### src/rtl/reg_map_pkg.sv
// Shared register-map definitions for the register access arbiter:
// read-only constant addresses/values, FSM and port enums, and the
// address classification helpers.
package reg_map_pkg;

  // Read-only identification / capability registers
  localparam logic [7:0] ADDR_DEVICE_ID   = 8'h00;
  localparam logic [7:0] ADDR_VERSION_MAJ = 8'h01;
  localparam logic [7:0] ADDR_VERSION_MIN = 8'h02;
  localparam logic [7:0] ADDR_LINK_CAPS   = 8'h03;
  localparam logic [7:0] ADDR_DATA_CLK    = 8'h04;

  localparam logic [7:0] VAL_DEVICE_ID    = 8'hA7;
  localparam logic [7:0] VAL_VERSION_MAJ  = 8'h01;
  localparam logic [7:0] VAL_VERSION_MIN  = 8'h00;
  localparam logic [7:0] VAL_LINK_CAPS    = 8'h15;
  localparam logic [7:0] VAL_DATA_CLK     = 8'h04;

  typedef enum logic [1:0] {IDLE, ACCESS, RESP} state_t;

  typedef enum logic {PORT_I2C, PORT_SPI} port_t;

  typedef enum logic [1:0] {CLS_UNMAPPED, CLS_RO, CLS_RW} reg_class_t;

  // Address falls inside the writable control window
  function automatic logic is_writable_reg(input logic [7:0] addr,
                                           input logic [7:0] rw_base,
                                           input logic [7:0] rw_last);
    return (addr >= rw_base) && (addr <= rw_last);
  endfunction

  // Address is one of the read-only constants
  function automatic logic is_readonly_reg(input logic [7:0] addr);
    logic hit;
    case (addr)
      ADDR_DEVICE_ID, ADDR_VERSION_MAJ, ADDR_VERSION_MIN,
      ADDR_LINK_CAPS, ADDR_DATA_CLK: hit = 1'b1;
      default:                        hit = 1'b0;
    endcase
    return hit;
  endfunction

  // Constant value returned for a read-only address (0 elsewhere)
  function automatic logic [7:0] ro_value(input logic [7:0] addr);
    logic [7:0] val;
    case (addr)
      ADDR_DEVICE_ID:   val = VAL_DEVICE_ID;
      ADDR_VERSION_MAJ: val = VAL_VERSION_MAJ;
      ADDR_VERSION_MIN: val = VAL_VERSION_MIN;
      ADDR_LINK_CAPS:   val = VAL_LINK_CAPS;
      ADDR_DATA_CLK:    val = VAL_DATA_CLK;
      default:          val = 8'h00;
    endcase
    return val;
  endfunction

endpackage

### src/rtl/reg_access_arbiter_rr_arb2.sv
// Two-way round-robin grant. Grants are combinational from the requests;
// the last winner is remembered so that a tie goes to the other port.
module rr_arb2
  import reg_map_pkg::*;
(
  input  logic clk,
  input  logic rst,
  input  logic enable,
  input  logic req_i2c,
  input  logic req_spi,
  output logic gnt_i2c,
  output logic gnt_spi
);

  port_t last_grant_reg;

  // Grant a lone requester, or on a tie the port that did not win last
  always_comb begin
    gnt_i2c = enable && req_i2c && (!req_spi || (last_grant_reg == PORT_SPI));
    gnt_spi = enable && req_spi && (!req_i2c || (last_grant_reg == PORT_I2C));
  end

  // Remember the winner; SPI after reset so I2C takes the first tie
  always_ff @(posedge clk) begin
    if (rst) begin
      last_grant_reg <= PORT_SPI;
    end else if (gnt_i2c) begin
      last_grant_reg <= PORT_I2C;
    end else if (gnt_spi) begin
      last_grant_reg <= PORT_SPI;
    end
  end

endmodule

### src/rtl/reg_access_arbiter.sv
// Shares one register file between the I2C and SPI request channels.
// One access in flight: IDLE (grant) -> ACCESS (register-file strobe)
// -> RESP (one-cycle response to the winner). The register map splits
// into read-only constants, a writable window and unmapped space.
module reg_access_arbiter
  import reg_map_pkg::*;
#(
  parameter logic [7:0] RW_BASE = 8'h10,
  parameter logic [7:0] RW_LAST = 8'h1F,
  parameter int         CNT_W   = 16
) (
  input  logic             clk,
  input  logic             rst,
  input  logic             i2c_req_valid,
  output logic             i2c_req_ready,
  input  logic             i2c_req_we,
  input  logic [7:0]       i2c_req_addr,
  input  logic [7:0]       i2c_req_wdata,
  output logic             i2c_rsp_valid,
  output logic [7:0]       i2c_rsp_rdata,
  output logic             i2c_rsp_err,
  input  logic             spi_req_valid,
  output logic             spi_req_ready,
  input  logic             spi_req_we,
  input  logic [7:0]       spi_req_addr,
  input  logic [7:0]       spi_req_wdata,
  output logic             spi_rsp_valid,
  output logic [7:0]       spi_rsp_rdata,
  output logic             spi_rsp_err,
  output logic             rf_en,
  output logic             rf_we,
  output logic [7:0]       rf_addr,
  output logic [7:0]       rf_wdata,
  input  logic [7:0]       rf_rdata,
  output logic [CNT_W-1:0] contention_count,
  output logic             busy
);

  state_t           state_reg;
  port_t            lat_port_reg;
  logic             lat_we_reg;
  logic [7:0]       lat_addr_reg;
  reg_class_t       lat_class_reg;

  logic             rf_en_reg;
  logic             rf_we_reg;
  logic [7:0]       rf_addr_reg;
  logic [7:0]       rf_wdata_reg;

  logic [1:0]       rsp_valid_reg;
  logic             rsp_err_reg;
  logic [7:0]       rsp_data_reg;
  logic             rsp_use_rf_reg;

  logic [CNT_W-1:0] cnt_reg;

  logic             idle;
  logic             gnt_i2c;
  logic             gnt_spi;
  logic             win_any;
  logic             win_we;
  logic [7:0]       win_addr;
  logic [7:0]       win_wdata;
  reg_class_t       win_class;
  logic [7:0]       rsp_rdata_mux;
  logic [7:0]       rsp_rdata_w [2];
  logic [1:0]       rsp_err_w;

  assign idle = (state_reg == IDLE);

  rr_arb2 u_arb (
    .clk     (clk),
    .rst     (rst),
    .enable  (idle),
    .req_i2c (i2c_req_valid),
    .req_spi (spi_req_valid),
    .gnt_i2c (gnt_i2c),
    .gnt_spi (gnt_spi)
  );

  // Winner's payload and its register-map class
  always_comb begin
    win_any   = gnt_i2c || gnt_spi;
    win_we    = gnt_i2c ? i2c_req_we    : spi_req_we;
    win_addr  = gnt_i2c ? i2c_req_addr  : spi_req_addr;
    win_wdata = gnt_i2c ? i2c_req_wdata : spi_req_wdata;
    if (is_writable_reg(win_addr, RW_BASE, RW_LAST)) begin
      win_class = CLS_RW;
    end else if (is_readonly_reg(win_addr)) begin
      win_class = CLS_RO;
    end else begin
      win_class = CLS_UNMAPPED;
    end
  end

  // Main FSM: latch the grant, strobe the register file, pulse the response
  always_ff @(posedge clk) begin
    if (rst) begin
      state_reg      <= IDLE;
      lat_port_reg   <= PORT_I2C;
      lat_we_reg     <= 1'b0;
      lat_addr_reg   <= 8'h00;
      lat_class_reg  <= CLS_UNMAPPED;
      rf_en_reg      <= 1'b0;
      rf_we_reg      <= 1'b0;
      rf_addr_reg    <= 8'h00;
      rf_wdata_reg   <= 8'h00;
      rsp_valid_reg  <= 2'b00;
      rsp_err_reg    <= 1'b0;
      rsp_data_reg   <= 8'h00;
      rsp_use_rf_reg <= 1'b0;
    end else begin
      case (state_reg)
        IDLE: begin
          if (win_any) begin
            state_reg     <= ACCESS;
            lat_port_reg  <= gnt_i2c ? PORT_I2C : PORT_SPI;
            lat_we_reg    <= win_we;
            lat_addr_reg  <= win_addr;
            lat_class_reg <= win_class;
            // Only the writable window ever reaches the register file
            rf_en_reg     <= (win_class == CLS_RW);
            rf_we_reg     <= (win_class == CLS_RW) && win_we;
            rf_addr_reg   <= (win_class == CLS_RW) ? win_addr : 8'h00;
            rf_wdata_reg  <= ((win_class == CLS_RW) && win_we) ? win_wdata : 8'h00;
          end
        end
        ACCESS: begin
          state_reg      <= RESP;
          rf_en_reg      <= 1'b0;
          rf_we_reg      <= 1'b0;
          rf_addr_reg    <= 8'h00;
          rf_wdata_reg   <= 8'h00;
          rsp_valid_reg  <= (lat_port_reg == PORT_SPI) ? 2'b10 : 2'b01;
          rsp_err_reg    <= (lat_class_reg == CLS_UNMAPPED) ||
                            ((lat_class_reg == CLS_RO) && lat_we_reg);
          rsp_data_reg   <= ((lat_class_reg == CLS_RO) && !lat_we_reg) ?
                            ro_value(lat_addr_reg) : 8'h00;
          // Register-file read data arrives during RESP, so it is muxed live
          rsp_use_rf_reg <= (lat_class_reg == CLS_RW) && !lat_we_reg;
        end
        RESP: begin
          state_reg      <= IDLE;
          rsp_valid_reg  <= 2'b00;
          rsp_err_reg    <= 1'b0;
          rsp_data_reg   <= 8'h00;
          rsp_use_rf_reg <= 1'b0;
        end
        default: begin
          state_reg <= IDLE;
        end
      endcase
    end
  end

  // Saturating count of IDLE cycles in which both ports were requesting
  always_ff @(posedge clk) begin
    if (rst) begin
      cnt_reg <= '0;
    end else if (idle && i2c_req_valid && spi_req_valid && (cnt_reg != {CNT_W{1'b1}})) begin
      cnt_reg <= cnt_reg + CNT_W'(1);
    end
  end

  assign rsp_rdata_mux = rsp_use_rf_reg ? rf_rdata : rsp_data_reg;

  // Response data/err are forced to zero unless that port's pulse is high
  for (genvar gi = 0; gi < 2; gi++) begin : g_rsp
    assign rsp_rdata_w[gi] = rsp_valid_reg[gi] ? rsp_rdata_mux : 8'h00;
    assign rsp_err_w[gi]   = rsp_valid_reg[gi] & rsp_err_reg;
  end

  assign i2c_req_ready    = gnt_i2c;
  assign spi_req_ready    = gnt_spi;
  assign i2c_rsp_valid    = rsp_valid_reg[0];
  assign i2c_rsp_rdata    = rsp_rdata_w[0];
  assign i2c_rsp_err      = rsp_err_w[0];
  assign spi_rsp_valid    = rsp_valid_reg[1];
  assign spi_rsp_rdata    = rsp_rdata_w[1];
  assign spi_rsp_err      = rsp_err_w[1];
  assign rf_en            = rf_en_reg;
  assign rf_we            = rf_we_reg;
  assign rf_addr          = rf_addr_reg;
  assign rf_wdata         = rf_wdata_reg;
  assign contention_count = cnt_reg;
  assign busy             = !idle;

endmodule

### config.mk
export PLATFORM = sky130hd
export DESIGN_NAME = reg_access_arbiter
export DESIGN_NICKNAME = d
export VERILOG_FILES = /design/src/rtl/reg_map_pkg.sv /design/src/rtl/reg_access_arbiter_rr_arb2.sv /design/src/rtl/reg_access_arbiter.sv
export SDC_FILE = /design/constraint.sdc
export NUM_CORES = 1
export LEC_CHECK = 0
export CAP_MARGIN = 30
export CELL_PAD_IN_SITES_DETAIL_PLACEMENT = 1
export CELL_PAD_IN_SITES_GLOBAL_PLACEMENT = 2
export CORE_MARGIN = 5
export CORE_UTILIZATION = 26
export DETAILED_ROUTE_END_ITERATION = 6
export GPL_TIMING_DRIVEN = 0
export PLACE_DENSITY_LB_ADDON = 0.1
export SETUP_SLACK_MARGIN = 0.02
export SYNTH_ARGS = -nofsm -noshare
export SYNTH_HDL_FRONTEND = slang
export SYNTH_SLANG_ARGS = --single-unit
### constraint.sdc
create_clock -name clk -period 2.24 [get_ports clk]
set_input_delay 0.224 -clock clk [delete_from_list [all_inputs] [get_ports clk]]
set_output_delay 0.224 -clock clk [all_outputs]
set_load 0.05 [all_outputs]
==> results of run 1 <==
==> tightest hold or removal path: cells and delay by family <==
kind / cells / cell delay (ps)
buffers and inverters: 1 / 160
AO/OA/AOI/OAI: 1 / 80
AND/OR/NAND/NOR: 2 / 220
==> layout make-up <==
type,count,area (um2)
multi-input combinational,238,1610
tap,140,175
buffer,14,76.3
clock inverter,2,35.0
timing repair buffer,101,982
fill,1273,6590
inverter,15,56.3
clock buffer,14,173
sequential,57,1140
==> per-layer routing <==
metal	vias up	share of wire (%)
li1	1417	-
met2	77	44
met4	0	1.1
met5	-	0
met1	1329	46
met3	8	8.0
==> power groups by stage <==
| stage | sequential [mW] | combinational, mW | clock, mW |
|---|---|---|---|
| floorplan | 1.34 | 0.817 | 0 |
| global placement | 1.29 | 1.29 | 0 |
| detailed placement | 1.30 | 1.30 | 0 |
| CTS | 1.28 | 1.30 | 1.05 |
| global route | 1.30 | 1.41 | 1.10 |
| finish | 1.27 | 1.27 | 1.02 |
==> worst max-delay path by stage <==
stage | startpoint | to | slack [ps]
finish | state_reg[0] | contention_count[9] | 160
global route | state_reg[0] | rsp_data_reg[5] | 20
global placement | spi_req_valid | i2c_req_ready | -470
CTS | state_reg[0] | i2c_req_ready | 20
floorplan | contention_count[1] | contention_count[14] | 60
detailed placement | spi_req_valid | i2c_req_ready | -460
==> stage by stage <==
step	instances	setup TNS, ps
floorplan	325	0
global placement	566	-3000
detailed placement	566	-3230
CTS	582	0
global route	581	0
finish	581	0
==> cells by family after synthesis <==
family / after synthesis
mux: 23
compound gates: 77
flops: 57
buf+inv: 30
fa+ha+maj: 5
simple gates: 133
==> cell usage after synthesis, drive strengths merged (3+ instances only) <==
master / number / area [um2]
mux2i: 19 / 194
o21ai: 15 / 75.1
nor2: 28 / 108
nor3: 5 / 25.0
nand3: 10 / 50.1
o31ai: 7 / 52.6
inv: 15 / 56.3
buf: 8 / 55.1
clkbuf: 7 / 26.3
and2: 3 / 18.8
and4: 3 / 31.3
nand2: 26 / 100
or4: 6 / 45.0
nor4: 9 / 71.3
o2bb2ai: 5 / 43.8
mux2: 4 / 45.0
nand4: 7 / 50.1
a211oi: 5 / 37.5
and3: 7 / 43.8
a311oi: 4 / 35.0
ha: 5 / 62.6
o211ai: 3 / 27.5
nand2b: 3 / 18.8
dfxtp: 57 / 1140
o32ai: 8 / 70.1
nor2b: 17 / 106
o21a: 3 / 22.5
a21oi: 20 / 100
==> repair_timing <==
action                                  CTS  global route
resized for setup                        25            13
gates cloned                              0             0
endpoints found under the setup margin   17            30
==> impl_metrics.json, run 1 <==
{
  "status": "finished clean",
  "power.internal_mw": 2.24,
  "post-place-ws_ps": -458,
  "worstPathCellList": "inv_1 -> ha_1 -> buf_6 -> nand3_1 -> nor4_1 -> mux2_1",
  "holdPathEnd": "u_arb.last_grant_reg",
  "hold_viol": 0,
  "grt_pass1_wl_um": 15200,
  "avgViaCountPerCell": 4.87,
  "die_x_um": 115,
  "insertion_delay_ps": 340,
  "antenna_found_initial": 0,
  "use_met1_pct": 18.3,
  "whs_ps": 387,
  "synth_enable_flop_cells": 0,
  "cts_tree": "built",
  "ys.flop_type": "dfxtp_1",
  "synth_simple_gate_area_share_pct": 26.7,
  "die_h_um": 115,
  "gr-total-overflow": 0,
  "grt_pass1_vias": 3005,
  "max_freq_mhz": 481,
  "synthArstFlopShare_pct": 0,
  "ir_drop_uv": 309,
  "io_pins": 103,
  "cts_setup_buffers": 0,
  "synth_compound_area_share_pct": 18.2,
  "grt_usage_pct": 14.6,
  "use_met3_pct": 5.79,
  "r2r-end": "contention_count[9]",
  "start_kind": "register",
  "num_antenna_cells": 0,
  "busiest_layer": "met2",
  "cp.arrival_ps": 2320,
  "drc_errors": 0,
  "ys_seq_area_share_pct": 39.7,
  "worst-r2r-cell-count": 6,
  "setup_slack_ps": 160,
  "wl_um": 9290,
  "synth_xor_area_share_pct": 0,
  "muxShareOfSynthArea_pct": 8.32,
  "syn_nets": 376,
  "max_slew_margin_pct": 57.6,
  "clkSinkCount": 57,
  "p_switching_mw": 1.32,
  "clockBufferDepth": 2,
  "final_antenna_net_count": 0,
  "utilization_pct": 39.2,
  "reg2reg_slack_ps": 160,
  "gp_congestion": 0.781,
  "post-route-min-period_ps": 2080,
  "critPathMaxFanout": 10,
  "setup_viol": 0,
  "p_leak_nw": 1.57,
  "dr_total_vias": 2831,
  "die_area_mm2": 0.0133,
  "hold_buffers": 0,
  "synth_top_family_by_area": "simple AND/OR/NAND/NOR gates",
  "layout-drive-gt1-share_pct": 8.62,
  "ys.warnings.count": 0,
  "max_stage_delay_ps": 440,
  "finClkSkew_ps": 10.1,
  "crit_cells": 6,
  "cts_max_level": 3,
  "rsz0062_at_grt": "no",
  "io_buffers": 101,
  "powerDensity_mw_per_mm2": 839,
  "cp_slowest_cell": "nor4_1",
  "cp-end-kind": "register",
  "hp-start": "i2c_req_valid",
  "layout_common_cells": "clkdlybuf4s50_1 (84), dfxtp_1 (57), nor2_1 (27), nand2_1 (25), a21oi_1 (19)",
  "rows": 38,
  "hp-class": "primary input to register",
  "clk_pin_slew_ps": 70,
  "syn-cell-area_mm2": 0.00287,
  "dp_hpwl_um": 7240,
  "cp_num_buf_inv": 2,
  "grt_use_met2_pct": 23.1,
  "slew_viol_final": 0,
  "core_mm2": 0.0108,
  "p_seq_share_pct": 35.6,
  "swShare_pct": 37.1,
  "syn_area_per_cell_um2": 8.84,
  "synth_cells": 325,
  "area_growth_pct": 47.8,
  "worstPathRequired_ps": 2480,
  "largest_reg_flops": 16,
  "nets": 487,
  "root_buffer": "clkbuf_8",
  "finalPower_mw": 3.56,
  "combinationalPowerShare_pct": 35.8,
  "worst-setup-path-type": "register to register",
  "ys_types": 54,
  "wl_per_cell_um": 16.0,
  "grt_max_degree": 12,
  "synthAdderAreaFrac_pct": 2.18,
  "cp_top_family": "simple AND/OR/NAND/NOR gates",
  "final_common_cell": "clkdlybuf4s50_1",
  "dr.pass1.iters": 4,
  "start_util_pct": 26.5,
  "cts_buffers": 9,
  "tightest_slew_ps": 623,
  "dpl-instance-area_mm2": 0.00406,
  "fin_area_mm2": 0.00425,
  "first_iter_violations": 118,
  "p_clk_share_pct": 28.6,
  "hold_depth": 4,
  "r2r_start": "state_reg[0]",
  "maxCapViolCount": 0,
  "fin_crit_sh_pct": 92.8,
  "synth-seq-cells": 57
}
Note: power is estimated with default switching activity, not from simulation.
==> run 2, diff against run 1 <==
CORE_MARGIN = not set   (was 5)
==> run 2 against run 1 <==
Effect of this change:
- critical path depth is 1 higher
- worst hold slack better by 23 ps
- global-route usage is 1.6 points higher
- non-clock buffer count is 1 higher
- clock skew hardly changed
- total power is 2.6% lower
- wire length is 4.8% lower
- sequential power hardly changed
==> impl_metrics.json, run 2 (same netlist as run 1, synthesis figures left out) <==
{
  "grt_pass1_wl_um": 14500,
  "largest_reg_flops": 16,
  "dp_cells": 566,
  "insertion_delay_ps": 330,
  "tightest_slew_ps": 644,
  "powerDensity_mw_per_mm2": 816,
  "grt_pass1_vias": 2897,
  "hp-start": "i2c_req_valid",
  "wl_um": 8850,
  "io_pins": 103,
  "antenna_found_initial": 0,
  "status": "finished clean",
  "gp_congestion": 0.736,
  "finalPower_mw": 3.47,
  "area_growth_pct": 48.1,
  "dr_total_vias": 2858,
  "max_slew_margin_pct": 56.2,
  "highest_layer": "met4",
  "finalNonFillerCells": 582,
  "hold_viol": 0,
  "max_freq_mhz": 472,
  "setup_viol": 0,
  "p_leak_nw": 1.58,
  "io_buffers": 101,
  "first_iter_violations": 113,
  "fin_crit_sh_pct": 94.6,
  "avgViaCountPerCell": 4.91,
  "final_common_cell": "clkdlybuf4s50_1",
  "post-route-min-period_ps": 2120,
  "die_h_um": 107,
  "clockBufferDepth": 2,
  "num_antenna_cells": 0,
  "die_x_um": 107,
  "grt_usage_pct": 16.2,
  "drc_errors": 0,
  "worstPathRequired_ps": 2020,
  "layout-drive-gt1-share_pct": 9.28,
  "cts_buffers": 9,
  "finClkSkew_ps": 9.71,
  "nets": 488,
  "dr.pass1.iters": 4,
  "final_antenna_net_count": 0,
  "cts_max_level": 3,
  "cp-end-kind": "output port",
  "gr-total-overflow": 0,
  "wl_per_cell_um": 15.2,
  "cp.arrival_ps": 1900,
  "dp_hpwl_um": 6750,
  "rsz0062_at_grt": "no",
  "root_buffer": "clkbuf_8",
  "route.met2.wl_um": 4010,
  "utilization_pct": 39.4,
  "cts_tree": "built",
  "core_mm2": 0.0108,
  "layout_common_cells": "clkdlybuf4s50_1 (84), dfxtp_1 (56), nor2_1 (27), nand2_1 (25), a21oi_1 (20)",
  "clk_pin_slew_ps": 60,
  "cp-startpoint": "state_reg[0]",
  "die_area_mm2": 0.0115,
  "rows": 38,
  "maxCapViolCount": 0,
  "wl_met3_um": 618,
  "hp-class": "primary input to register",
  "worst-setup-path-type": "register to output port",
  "drt-met1-wl_um": 4150,
  "start_util_pct": 26.6,
  "grt_max_degree": 12,
  "critPathMaxFanout": 10,
  "slew_viol_final": 0,
  "n_fill_cell": 1267,
  "r2r_start": "contention_count[1]",
  "reg2reg_slack_ps": 170,
  "start_kind": "register",
  "clkSinkCount": 57,
  "ir_drop_uv": 299
}
[run 2: area by class of cell]
class / instances / area, um2 / area share, %
Inverter: 15 / 56.3 / 1.32
Sequential cell: 57 / 1140 / 26.9
Timing Repair Buffer: 101 / 986 / 23.2
Clock buffer: 14 / 183 / 4.29
Multi-Input combinational cell: 238 / 1620 / 38.0
Buffer: 15 / 83.8 / 1.97
Clock inverter: 2 / 10.0 / 0.235
Tap cell: 140 / 175 / 4.12
[run 2: metal layers]
layer | track usage, % | up-vias
met1 | 20.9 | 1354
met5 | 0 | -
met2 | 25.7 | 79
met3 | 5.11 | 4
met4 | 4.99 | 0
li1 | - | 1421
[run 2: power by group]
group | switching [mW] | total [mW] | internal, mW
Sequential | 0.123 | 1.27 | 1.15
Clock | 0.400 | 0.919 | 0.520
Combinational | 0.784 | 1.28 | 0.497
Total | 1.31 | 3.47 | 2.16
[run 2: critical path: stages, from the launching register on]
cell and delay [ps]:
dfxtp_1 330, inv_1 120, ha_2 230, nand2_4 110, nor2_4 170, buf_6 180, buf_4 210, buf_4 220
[run 2: worst paths after layout]
kind,to,cells after the start
min,u_arb.last_grant_reg,4
min reg2reg,rsp_data_reg[5],2
max reg2reg,contention_count[7],6
max,i2c_req_ready,7
[run 2: through the flow]
stage               setup slack (ps)  instance area, um2  setup TNS, ps  hold slack (ps)
finish                           120                4250              0              410
detailed placement              -461                4060          -3400              446
CTS                             23.3                4240              0              393
global route                    11.1                4250              0              449
global placement                -464                4060          -3320              435
floorplan                       63.7                2870              0              383
[run 2: timing repair]
| action | 4_1_cts | 5_1_grt |
|---|---|---|
| pin swaps | 0 | 0 |
| setup endpoints to repair | 17 | 24 |
| setup buffers | 0 | 0 |
| gates resized for setup | 25 | 11 |
| hold buffers | 0 | 0 |
==> run 3, diff against run 2 <==
HOLD_SLACK_MARGIN = 0.12   (was not set)
==> results of run 3 <==
Final layout, timing and power as in run 2 (identical DEF).
